==> src/rtl/aes_req_arbiter_pkg.sv <==
// Shared types for the AES request arbiter: block type and FSM state encoding.
package aes_arb_pkg;
  localparam int AES_BLOCK_W = 128;

  typedef logic [AES_BLOCK_W-1:0] aes_block_t;

  typedef enum logic [1:0] {
    IDLE = 2'd0,
    LOAD = 2'd1,
    RUN  = 2'd2,
    RESP = 2'd3
  } arb_state_e;
endpackage

==> src/rtl/aes_req_arbiter_if.sv <==
// Requester/consumer bus of the AES arbiter; master = clients, slave = arbiter.
interface aes_req_arbiter_if
  import aes_arb_pkg::*;
#(
  parameter int NUM_REQ = 4,
  parameter int ID_W    = $clog2(NUM_REQ)
);
  logic       [NUM_REQ-1:0] req_valid;
  logic       [NUM_REQ-1:0] req_ready;
  aes_block_t [NUM_REQ-1:0] req_key;
  aes_block_t [NUM_REQ-1:0] req_data;
  logic                     resp_valid;
  logic                     resp_ready;
  aes_block_t               resp_data;
  logic       [ID_W-1:0]    resp_id;
  logic                     resp_err;

  modport master (
    output req_valid, req_key, req_data, resp_ready,
    input  req_ready, resp_valid, resp_data, resp_id, resp_err
  );

  modport slave (
    input  req_valid, req_key, req_data, resp_ready,
    output req_ready, resp_valid, resp_data, resp_id, resp_err
  );
endinterface

==> src/rtl/aes_req_arbiter_rr_pick.sv <==
// Combinational round-robin pick: first set request at or after ptr, wrapping.
module rr_pick #(
  parameter int NUM_REQ = 4,
  parameter int ID_W    = $clog2(NUM_REQ)
) (
  input  logic [NUM_REQ-1:0] req,
  input  logic [ID_W-1:0]    ptr,
  output logic [NUM_REQ-1:0] gnt,
  output logic [ID_W-1:0]    idx,
  output logic               any
);
  always_comb begin
    gnt = '0;
    idx = '0;
    any = |req;
    // Scan from farthest to nearest so the closest request to ptr wins last.
    for (int off = NUM_REQ - 1; off >= 0; off--) begin
      if (req[(int'(ptr) + off) % NUM_REQ])
        idx = ID_W'((int'(ptr) + off) % NUM_REQ);
    end
    if (any) gnt[idx] = 1'b1;
  end
endmodule

==> src/rtl/aes_req_arbiter.sv <==
// Round-robin arbiter sharing one AES core among NUM_REQ requesters, with watchdog.
// Optional statistics counters are enabled by defining AES_ARB_STATS_EN.
module aes_req_arbiter
  import aes_arb_pkg::*;
#(
  parameter int NUM_REQ        = 4,
  parameter int TIMEOUT_CYCLES = 64,
  parameter int ID_W           = $clog2(NUM_REQ)
) (
  input  logic       clk,
  input  logic       rst,
  aes_req_arbiter_if.slave bus,
  output logic       core_rst,
  output aes_block_t core_key,
  output aes_block_t core_data,
  input  logic       core_done,
  input  aes_block_t core_result,
  output logic       busy
`ifdef AES_ARB_STATS_EN
  ,
  output logic [31:0] stat_done_cnt,
  output logic [15:0] stat_timeout_cnt
`endif
);
  localparam int WD_W = $clog2(TIMEOUT_CYCLES + 1);

  arb_state_e           state;
  logic [ID_W-1:0]      ptr;
  logic [ID_W-1:0]      pick_idx;
  logic [NUM_REQ-1:0]   pick_gnt;
  logic                 pick_any;
  logic [WD_W-1:0]      wd_cnt;

  rr_pick #(.NUM_REQ(NUM_REQ), .ID_W(ID_W)) u_pick (
    .req (bus.req_valid),
    .ptr (ptr),
    .gnt (pick_gnt),
    .idx (pick_idx),
    .any (pick_any)
  );

  // The core is held in reset with the arbiter and pulsed once per job in LOAD.
  assign core_rst = rst | (state == LOAD);
  assign busy     = (state != IDLE);

  always_ff @(posedge clk) begin
    if (rst) begin
      state          <= IDLE;
      ptr            <= '0;
      wd_cnt         <= '0;
      bus.req_ready  <= '0;
      bus.resp_valid <= 1'b0;
      bus.resp_data  <= '0;
      bus.resp_id    <= '0;
      bus.resp_err   <= 1'b0;
      core_key       <= '0;
      core_data      <= '0;
`ifdef AES_ARB_STATS_EN
      stat_done_cnt    <= '0;
      stat_timeout_cnt <= '0;
`endif
    end else begin
      bus.req_ready <= '0;
      case (state)
        IDLE: if (pick_any) begin
          bus.req_ready <= pick_gnt;
          core_key      <= bus.req_key[pick_idx];
          core_data     <= bus.req_data[pick_idx];
          bus.resp_id   <= pick_idx;
          ptr           <= (pick_idx == ID_W'(NUM_REQ - 1)) ? '0 : pick_idx + ID_W'(1);
          state         <= LOAD;
        end
        LOAD: begin
          wd_cnt <= '0;
          state  <= RUN;
        end
        RUN: begin
          // wd_cnt==0 marks the first RUN cycle, where a stale done may linger.
          if (wd_cnt != '0 && core_done) begin
            bus.resp_data  <= core_result;
            bus.resp_err   <= 1'b0;
            bus.resp_valid <= 1'b1;
            state          <= RESP;
          end else if (wd_cnt == WD_W'(TIMEOUT_CYCLES - 1)) begin
            bus.resp_data  <= '0;
            bus.resp_err   <= 1'b1;
            bus.resp_valid <= 1'b1;
            state          <= RESP;
          end else begin
            wd_cnt <= wd_cnt + WD_W'(1);
          end
        end
        RESP: if (bus.resp_ready) begin
          bus.resp_valid <= 1'b0;
          state          <= IDLE;
`ifdef AES_ARB_STATS_EN
          if (!bus.resp_err) begin
            if (stat_done_cnt != '1) stat_done_cnt <= stat_done_cnt + 32'd1;
          end else begin
            if (stat_timeout_cnt != '1) stat_timeout_cnt <= stat_timeout_cnt + 16'd1;
          end
`endif
        end
        default: state <= IDLE;
      endcase
    end
  end
endmodule
==> src/flat_wrapper.sv <==
// flat-port wrapper written by rule: the top's interface ports become plain ports
module aes_req_arbiter_flat import aes_arb_pkg::*;
#(
  parameter int NUM_REQ        = 4,
  parameter int TIMEOUT_CYCLES = 64,
  parameter int ID_W           = $clog2(NUM_REQ)
)
  (clk, rst, core_rst, core_key, core_data, core_done, core_result, busy, bus_req_valid, bus_req_key, bus_req_data, bus_resp_ready, bus_req_ready, bus_resp_valid, bus_resp_data, bus_resp_id, bus_resp_err);
  aes_req_arbiter_if #(.NUM_REQ(NUM_REQ), .ID_W(ID_W)) bus_i ();
  input  logic clk;
  input  logic rst;
  output logic core_rst;
  output aes_block_t core_key;
  output aes_block_t core_data;
  input  logic core_done;
  input  aes_block_t core_result;
  output logic busy;
  input wire logic [$bits(bus_i.req_valid)-1:0] bus_req_valid;
  input wire logic [$bits(bus_i.req_key)-1:0] bus_req_key;
  input wire logic [$bits(bus_i.req_data)-1:0] bus_req_data;
  input wire logic [$bits(bus_i.resp_ready)-1:0] bus_resp_ready;
  output wire logic [$bits(bus_i.req_ready)-1:0] bus_req_ready;
  output wire logic [$bits(bus_i.resp_valid)-1:0] bus_resp_valid;
  output wire logic [$bits(bus_i.resp_data)-1:0] bus_resp_data;
  output wire logic [$bits(bus_i.resp_id)-1:0] bus_resp_id;
  output wire logic [$bits(bus_i.resp_err)-1:0] bus_resp_err;
  assign bus_i.req_valid = bus_req_valid;
  assign bus_i.req_key = bus_req_key;
  assign bus_i.req_data = bus_req_data;
  assign bus_i.resp_ready = bus_resp_ready;
  assign bus_req_ready = bus_i.req_ready;
  assign bus_resp_valid = bus_i.resp_valid;
  assign bus_resp_data = bus_i.resp_data;
  assign bus_resp_id = bus_i.resp_id;
  assign bus_resp_err = bus_i.resp_err;
  aes_req_arbiter #(.NUM_REQ(NUM_REQ), .TIMEOUT_CYCLES(TIMEOUT_CYCLES), .ID_W(ID_W)) u_core (.clk(clk), .rst(rst), .bus(bus_i), .core_rst(core_rst), .core_key(core_key), .core_data(core_data), .core_done(core_done), .core_result(core_result), .busy(busy));
endmodule
==> config.mk <==
export PLATFORM = sky130hd
export DESIGN_NAME = aes_req_arbiter_flat
export DESIGN_NICKNAME = d
export VERILOG_FILES = /design/src/rtl/aes_req_arbiter_pkg.sv /design/src/rtl/aes_req_arbiter_if.sv /design/src/rtl/aes_req_arbiter_rr_pick.sv /design/src/rtl/aes_req_arbiter.sv /design/src/flat_wrapper.sv
export SDC_FILE = /design/constraint.sdc
export NUM_CORES = 1
export LEC_CHECK = 0
export ABC_AREA = 1
export CAP_MARGIN = 5
export CORE_AREA = 2 2 600 602
export CTS_CLUSTER_SIZE = 30
export DETAILED_ROUTE_END_ITERATION = 16
export DIE_AREA = 0 0 602 604
export GPL_ROUTABILITY_DRIVEN = 0
export SETUP_SLACK_MARGIN = 0.02
export SLEW_MARGIN = 20
export SYNTH_ARGS = -nofsm -noshare
export SYNTH_HDL_FRONTEND = slang
export SYNTH_SLANG_ARGS = --single-unit
==> constraint.sdc <==
create_clock -name clk -period 1.9 [get_ports clk]
set_input_delay 0.475 -clock clk [delete_from_list [all_inputs] [get_ports clk]]
set_output_delay 0.475 -clock clk [all_outputs]
set_load 0.005 [all_outputs]
==> flow_summary.ini, run 1 <==
[clock_tree]
path_clk_slew_ns = 0.06
htreeDepth = 2
cts_buffers = 57
cts-root-buf = clkbuf_16
clkLatencyLatePin_ns = 0.77
clk_path_buf_depth = 3
cts_tree = yes
clock_sinks = 403

[yosys]
synth_top_family_by_area = simple AND/OR/NAND/NOR gates
synthAdderAreaFrac_pct = 0.474
ys_ff_latch = 403
synth_warnings = 0
seq_area_frac_synth_pct = 33.9
syn_nets = 5124
yosys-top-cells-area = dfxtp_1 (34%), nand3_1 (31%), nand2_1 (17%)
synthSimpleGateAreaFrac_pct = 50.6
yosys.area_share.xor_xnor_pct = 0
ys_types = 23
synth_top_area_share_pct = 33.9
yosys.cell_count.top_type = nand3_1
synth_top_cell_by_area = dfxtp_1
syn_area_mm2 = 0.0238
syn_avg_cell_area_um2 = 6.01
synth-compound-area-share_pct = 3.23
synth_edf_count = 0
ys_async_sr_fraction_pct = 0
ys.flop_type = dfxtp_1
netlist_instances = 3955
muxShareOfSynthArea_pct = 0
yosys-top-cells-count = nand3_1 (1489), nand2_1 (1056), dfxtp_1 (403), inv_1 (335), clkbuf_1 (187)

[setup_path]
max_stage_delay_ns = 0.40
cp-end-kind = register
crit_fanout = 8
worst_ep_arrival_time_ns = 3.01
cp_common_cell = nand2_2
cp.required_ns = 2.51
cp_slowest_cell = dfxtp_4
crit_type = register to register
critPathLaunchType = register
crit_chain = inv_6 > nand2_2 > nand2_2 > nand2_2 > nand3_4 > nand3_4 > buf_12 > buf_12 > nand2_8 > buf_16 > buf_8 > inv_4 > ha_1 > inv_1 > nor2_1

[finish]
syn2layout_area_growth_pct = 142
drive_above_1_share_pct = 24.3
nNetsFinal = 6870
nFillCells = 40312
final_cells = 10593

[routing]
ant_nets = 0
vias_per_cell = 3.54
vias = 37474
drc = 0
drt_wl_total_um = 324000
drtIter0Drc = 3494
firstDrtPassIters = 5
wl_per_cell_um = 30.6

[power_and_ir_drop]
p_leak_nw = 23.5
p_int_w = 0.0542
comb_power_share_pct = 76.2
pwr-share-clk_pct = 10.4
net-switching-power_w = 0.0551
power.density_mw_per_mm2 = 1900
netSwitchingFraction_pct = 50.4
p_seq_share_pct = 13.5
vdd_drop_max_uv = 768

[status]
status = finished, violations left
violations = setup timing

[global_routing]
grt_start_max_net_pins = 64
grt_pass1_wl_um = 389000
grt_pass1_vias = 34725
grtUsageTotal_pct = 16.6
antenna_found_initial = 181
grt_overflow_total = 0

[floorplan]
rows = 220
core_area_mm2 = 0.358
initial_core_util_pct = 6.65
die_x_um = 602
io_pins = 1554
die_h_um = 604
dieArea_mm2 = 0.364

[placed_design]
dp_slack_ns = -1.34
dp_cells = 10224
io_buffers = 1553
hpwl_um = 264000

[timing]
hold_violations = 0
setup_viol = 504
fmax_ghz = 0.418
slew_headroom_pct = 66.0
rsz0062_at_grt = yes
period_minus_slack_ns = 2.39
fin_skew_ns = 0.0581
slew_viol_final = 0
fin_crit_sh_pct = 126
tightest_slew_ns = 0.511
setup-tns-final_ns = -162.98
finalWorstSetupSlack_ns = -0.492

[flow_run]
maxCapViolCount = 0

[min_path]
holdCritPathClass = input port to register
-- metal layers --
metal	vias to the layer above	global-route usage (%)	share of wire [%]
li1	16580	-	-
met1	17595	17.1	34
met2	2427	28.6	48
met3	707	9.33	14
met4	165	5.19	4.0
met5	-	0	0.36
-- final cells by class --
| cell class | count | area [um^2] | share of cell area, % |
|---|---|---|---|
| Antenna cell | 78 | 195 | 0.340 |
| Clock buffer | 75 | 1600 | 2.79 |
| Clock inverter | 25 | 292 | 0.508 |
| Inverter | 341 | 1310 | 2.28 |
| Multi-Input combinational cell | 2861 | 16500 | 28.8 |
| Sequential cell | 403 | 8090 | 14.1 |
| Tap cell | 4773 | 5970 | 10.4 |
| Timing Repair Buffer | 2037 | 23400 | 40.8 |
-- cell families (layout without fill, tap and decap cells) --
logic type,after synthesis,in the layout
simple gates,2698,2700
buf+inv,693,2478
flops,403,403
other cells,0,78
fa+ha+maj,9,9
compound gates,152,152
-- placed cells by master, fill, tap and decap left out, types with 3 or more instances in the layout --
cell type        count
inv_6                4
clkdlybuf4s50_1   1376
nor2_1             139
dlygate4sd2_1       12
inv_1              330
dfxtp_1            395
clkbuf_8            12
nand2_1            868
clkbuf_16           79
ha_4                 3
nand3_4             48
clkinv_16            3
buf_4              254
nand2_4             90
buf_6               62
nand3_1           1055
inv_2                5
bufbuf_16            4
nand3_2            388
dfxtp_2              5
buf_16              64
buf_12             190
clkinv_2             7
nor3_1               4
diode_2             78
nand4_1              3
clkbuf_1             7
ha_1                 6
a21oi_1            139
buf_8               40
nand2_8              7
o21ai_0              6
dfxtp_4              3
clkinvlp_4           6
nand2_2             94
clkinv_4             6
buf_2               10
-- critical path, delay by kind of cell, from the launching register on --
kind,cells,cell delay [ns]
flops,1,0.40
simple gates,7,0.71
buf+inv,7,0.89
fa+ha+maj,1,0.19
-- power by group through the flow --
stage,sequential [W],combinational [W],clock (W)
finish,0.0147,0.0833,0.0113
global route,0.0150,0.0886,0.0119
CTS,0.0147,0.0766,0.0117
detailed placement,0.0147,0.0582,0
global placement,0.0147,0.0581,0
floorplan,0.0135,0.0226,0
-- path summary, 6_finish.rpt --
kind / start / endpoint / slack, ns / cells after the start
worst max-delay path: u_core.ptr[0] / u_core.bus.req_ready[2] / -0.49 / 15
worst min-delay path: rst / u_core.bus.resp_data[12] / 0.23 / 3
worst max register to register: u_core.ptr[0] / u_core.bus.req_ready[2] / -0.49 / 15
worst min register to register: u_core.bus.resp_data[84] / u_core.bus.resp_data[84] / 0.46 / 2
-- timing repair --
item / CTS / global route
hold buffers: 1 / 0
buffers inserted: 74 / 53
endpoints found under the hold margin: 1 / 0
cloned: 64 / 26
resized for setup: 649 / 599
endpoints found under the setup margin: 598 / 651
pin swaps: 100 / 122
-- state kept, by name, summed over array words and instances (netlist names), 2 cells and up --
signal / cells
u_core.ptr: 2
u_core.state: 2
u_core.core_data: 128
u_core.wd_cnt: 7
u_core.bus.resp_id: 2
u_core.bus.req_ready: 4
u_core.bus.resp_data: 128
u_core.core_key: 128
-- through the flow --
| step | instance area, um^2 | total power (W) | hold WS, ns | utilization, % |
|---|---|---|---|---|
| 4_1_cts | 54000 | 0.103 | 0.141 | 15.1 |
| 5_1_grt | 57300 | 0.116 | 0.198 | 16.0 |
| 2_1_floorplan | 23800 | 0.0361 | 0.456 | - |
| 3_3_place_gp | 47600 | 0.0728 | 0.448 | 13.3 |
| 3_5_place_dp | 47600 | 0.0729 | 0.453 | 13.3 |
| 6_report | 57400 | 0.109 | 0.231 | 16.1 |
Power figures use the tool's default switching activity.
==> inputs of run 2 (changes only) <==
Settings changed: CTS_CLUSTER_DIAMETER set to 60.
==> run 2 against run 1 <==
The flow still finishes with violations (setup timing). Count of clock-buffer cells in the layout is 17 higher. Cell count increased by 0.61%. Maximum frequency down 7.0%. Flip-flop and latch count is the same.
==> flow_summary.ini, run 2 (same netlist as run 1, synthesis figures left out) <==
[finish]
final_area_mm2 = 0.0591
drive_above_1_share_pct = 25.4
final_util_pct = 16.5
final_common_cell = clkdlybuf4s50_1
layout_common_cells = clkdlybuf4s50_1 (1370), nand3_1 (1005), nand2_1 (929), nand3_2 (420), dfxtp_1 (385)
syn2layout_area_growth_pct = 149
nNetsFinal = 6924
reg_top3 = u_core.bus.resp_data (128), u_core.core_data (128), u_core.core_key (128)
final_cells = 10658

[setup_path]
crit_fanout = 8
r2r_cells = 15
cp-startpoint = u_core.ptr[0]
crit_chain = nand2_1 > o21ai_2 > nand2_2 > nand3_4 > nand3_4 > buf_12 > buf_16 > buf_16 > buf_6 > buf_6 > buf_16 > nand3_1 > nand3_1 > nand3_2 > nand2_1
crit_type = register to register
cp-end-kind = register
cp_slowest_cell = dfxtp_4
r2r_start = u_core.ptr[0]
cp_common_cell = buf_16
critPathLaunchType = register
cp.required_ns = 2.54
worst_ep_arrival_time_ns = 3.21
max_stage_delay_ns = 0.46

[status]
status = finished, violations left
violations = setup timing

[global_routing]
grt_pass1_wl_um = 395000
grt_pass1_vias = 35699
grt_overflow_total = 0
grt_start_max_net_pins = 64
grtUsageTotal_pct = 16.9
antenna_found_initial = 190

[floorplan]
die_x_um = 602
rows = 220
core_area_mm2 = 0.358
die_h_um = 604
io_pins = 1554
initial_core_util_pct = 6.65
dieArea_mm2 = 0.364

[routing]
routed-wl-met3_um = 45500
drt_wl_total_um = 328000
firstDrtPassIters = 5
drc = 0
ant_nets = 0
met2_wirelength_um = 154000
vias_per_cell = 3.56
top_layer = met5
wl_per_cell_um = 30.7
drtIter0Drc = 3528
wirelength_met1_um = 112000
vias = 37962

[timing]
period_minus_slack_ns = 2.57
whs_ns = 0.160
slew_viol_final = 0
rsz0062_at_grt = yes
finalWorstSetupSlack_ns = -0.674
setup-tns-final_ns = -198.08
tightest_slew_ns = 0.548
fin_skew_ns = 0.0881
hold_violations = 0
setup_viol = 501
slew_headroom_pct = 63.5
fin_crit_sh_pct = 135
fmax_ghz = 0.389

[placed_design]
io_buffers = 1553
hpwl_um = 264000
placed_area_mm2 = 0.0476
dp_cells = 10224

[clock_tree]
cts-root-buf = clkbuf_16
htreeDepth = 3
clock_sinks = 403
cts_buffers = 79
clk_path_buf_depth = 4
clkLatencyLatePin_ns = 0.80
path_clk_slew_ns = 0.07
cts_tree = yes

[flow_run]
maxCapViolCount = 0

[min_path]
hold_start = rst
holdCritPathClass = input port to register
worstHoldPathCells = 3

[power_and_ir_drop]
vdd_drop_max_uv = 779
power.density_mw_per_mm2 = 1950
p_leak_nw = 24.2
## run 2: cell types whose count changed in the layout (fill, tap and decap cells not counted), sizes merged, moves of 5 or more
cell | before | now
clkdlybuf4s50 | 1376 | 1370
diode | 78 | 72
buf | 620 | 655
inv | 342 | 361
clkbuf | 98 | 113
bufinv | 2 | 7
## run 2: metrics by stage
| step | power, W | worst slack [ns] |
|---|---|---|
| 6_report | 0.115 | -0.674 |
| 3_3_place_gp | 0.0728 | -1.41 |
| 2_1_floorplan | 0.0361 | 0.0291 |
| 3_5_place_dp | 0.0729 | -1.34 |
| 5_1_grt | 0.121 | -0.699 |
| 4_1_cts | 0.110 | -0.543 |
## run 2: final cells by class
type / instances / area (um^2)
Multi-Input combinational cell: 2861 / 16600
Clock buffer: 92 / 2120
Tap cell: 4773 / 5970
Clock inverter: 47 / 611
Timing Repair Buffer: 2069 / 24200
Sequential cell: 403 / 8100
Fill cell: 40114 / 298000
Antenna cell: 72 / 180
Inverter: 341 / 1310
## run 2: metal layers
layer | vias up | track usage, %
li1 | 16726 | -
met1 | 17789 | 17.2
met2 | 2468 | 28.5
met3 | 805 | 9.63
met4 | 174 | 6.19
met5 | - | 0
## run 2: critical path, delay by kind of cell, from the launching register on
kind / cells / cell delay (ns)
buffers and inverters: 6 / 0.90
AND/OR/NAND/NOR: 8 / 0.84
flip-flops: 1 / 0.46
AO/OA/AOI/OAI: 1 / 0.11
## run 2: path summary, 6_finish.rpt
check,endpoint,slack (ns)
max,u_core.core_key[75],-0.67
min,u_core.bus.resp_data[12],0.16
max reg2reg,u_core.core_key[75],-0.67
min reg2reg,u_core.bus.resp_data[3],0.46
## run 2: timing repair
| item | CTS | global route |
|---|---|---|
| pin swaps | 190 | 117 |
| endpoints found under the hold margin | 1 | 0 |
| endpoints found under the setup margin | 614 | 612 |
| gates cloned | 79 | 22 |
| hold buffers | 1 | 0 |
| buffers inserted | 102 | 44 |
| resized for setup | 837 | 489 |
## run 2: report_power, final
group          leakage (nW)  switching, W  internal, W
Sequential             3.32       0.00307       0.0117
Combinational          19.6        0.0475       0.0377
Clock                  1.32       0.00595      0.00913
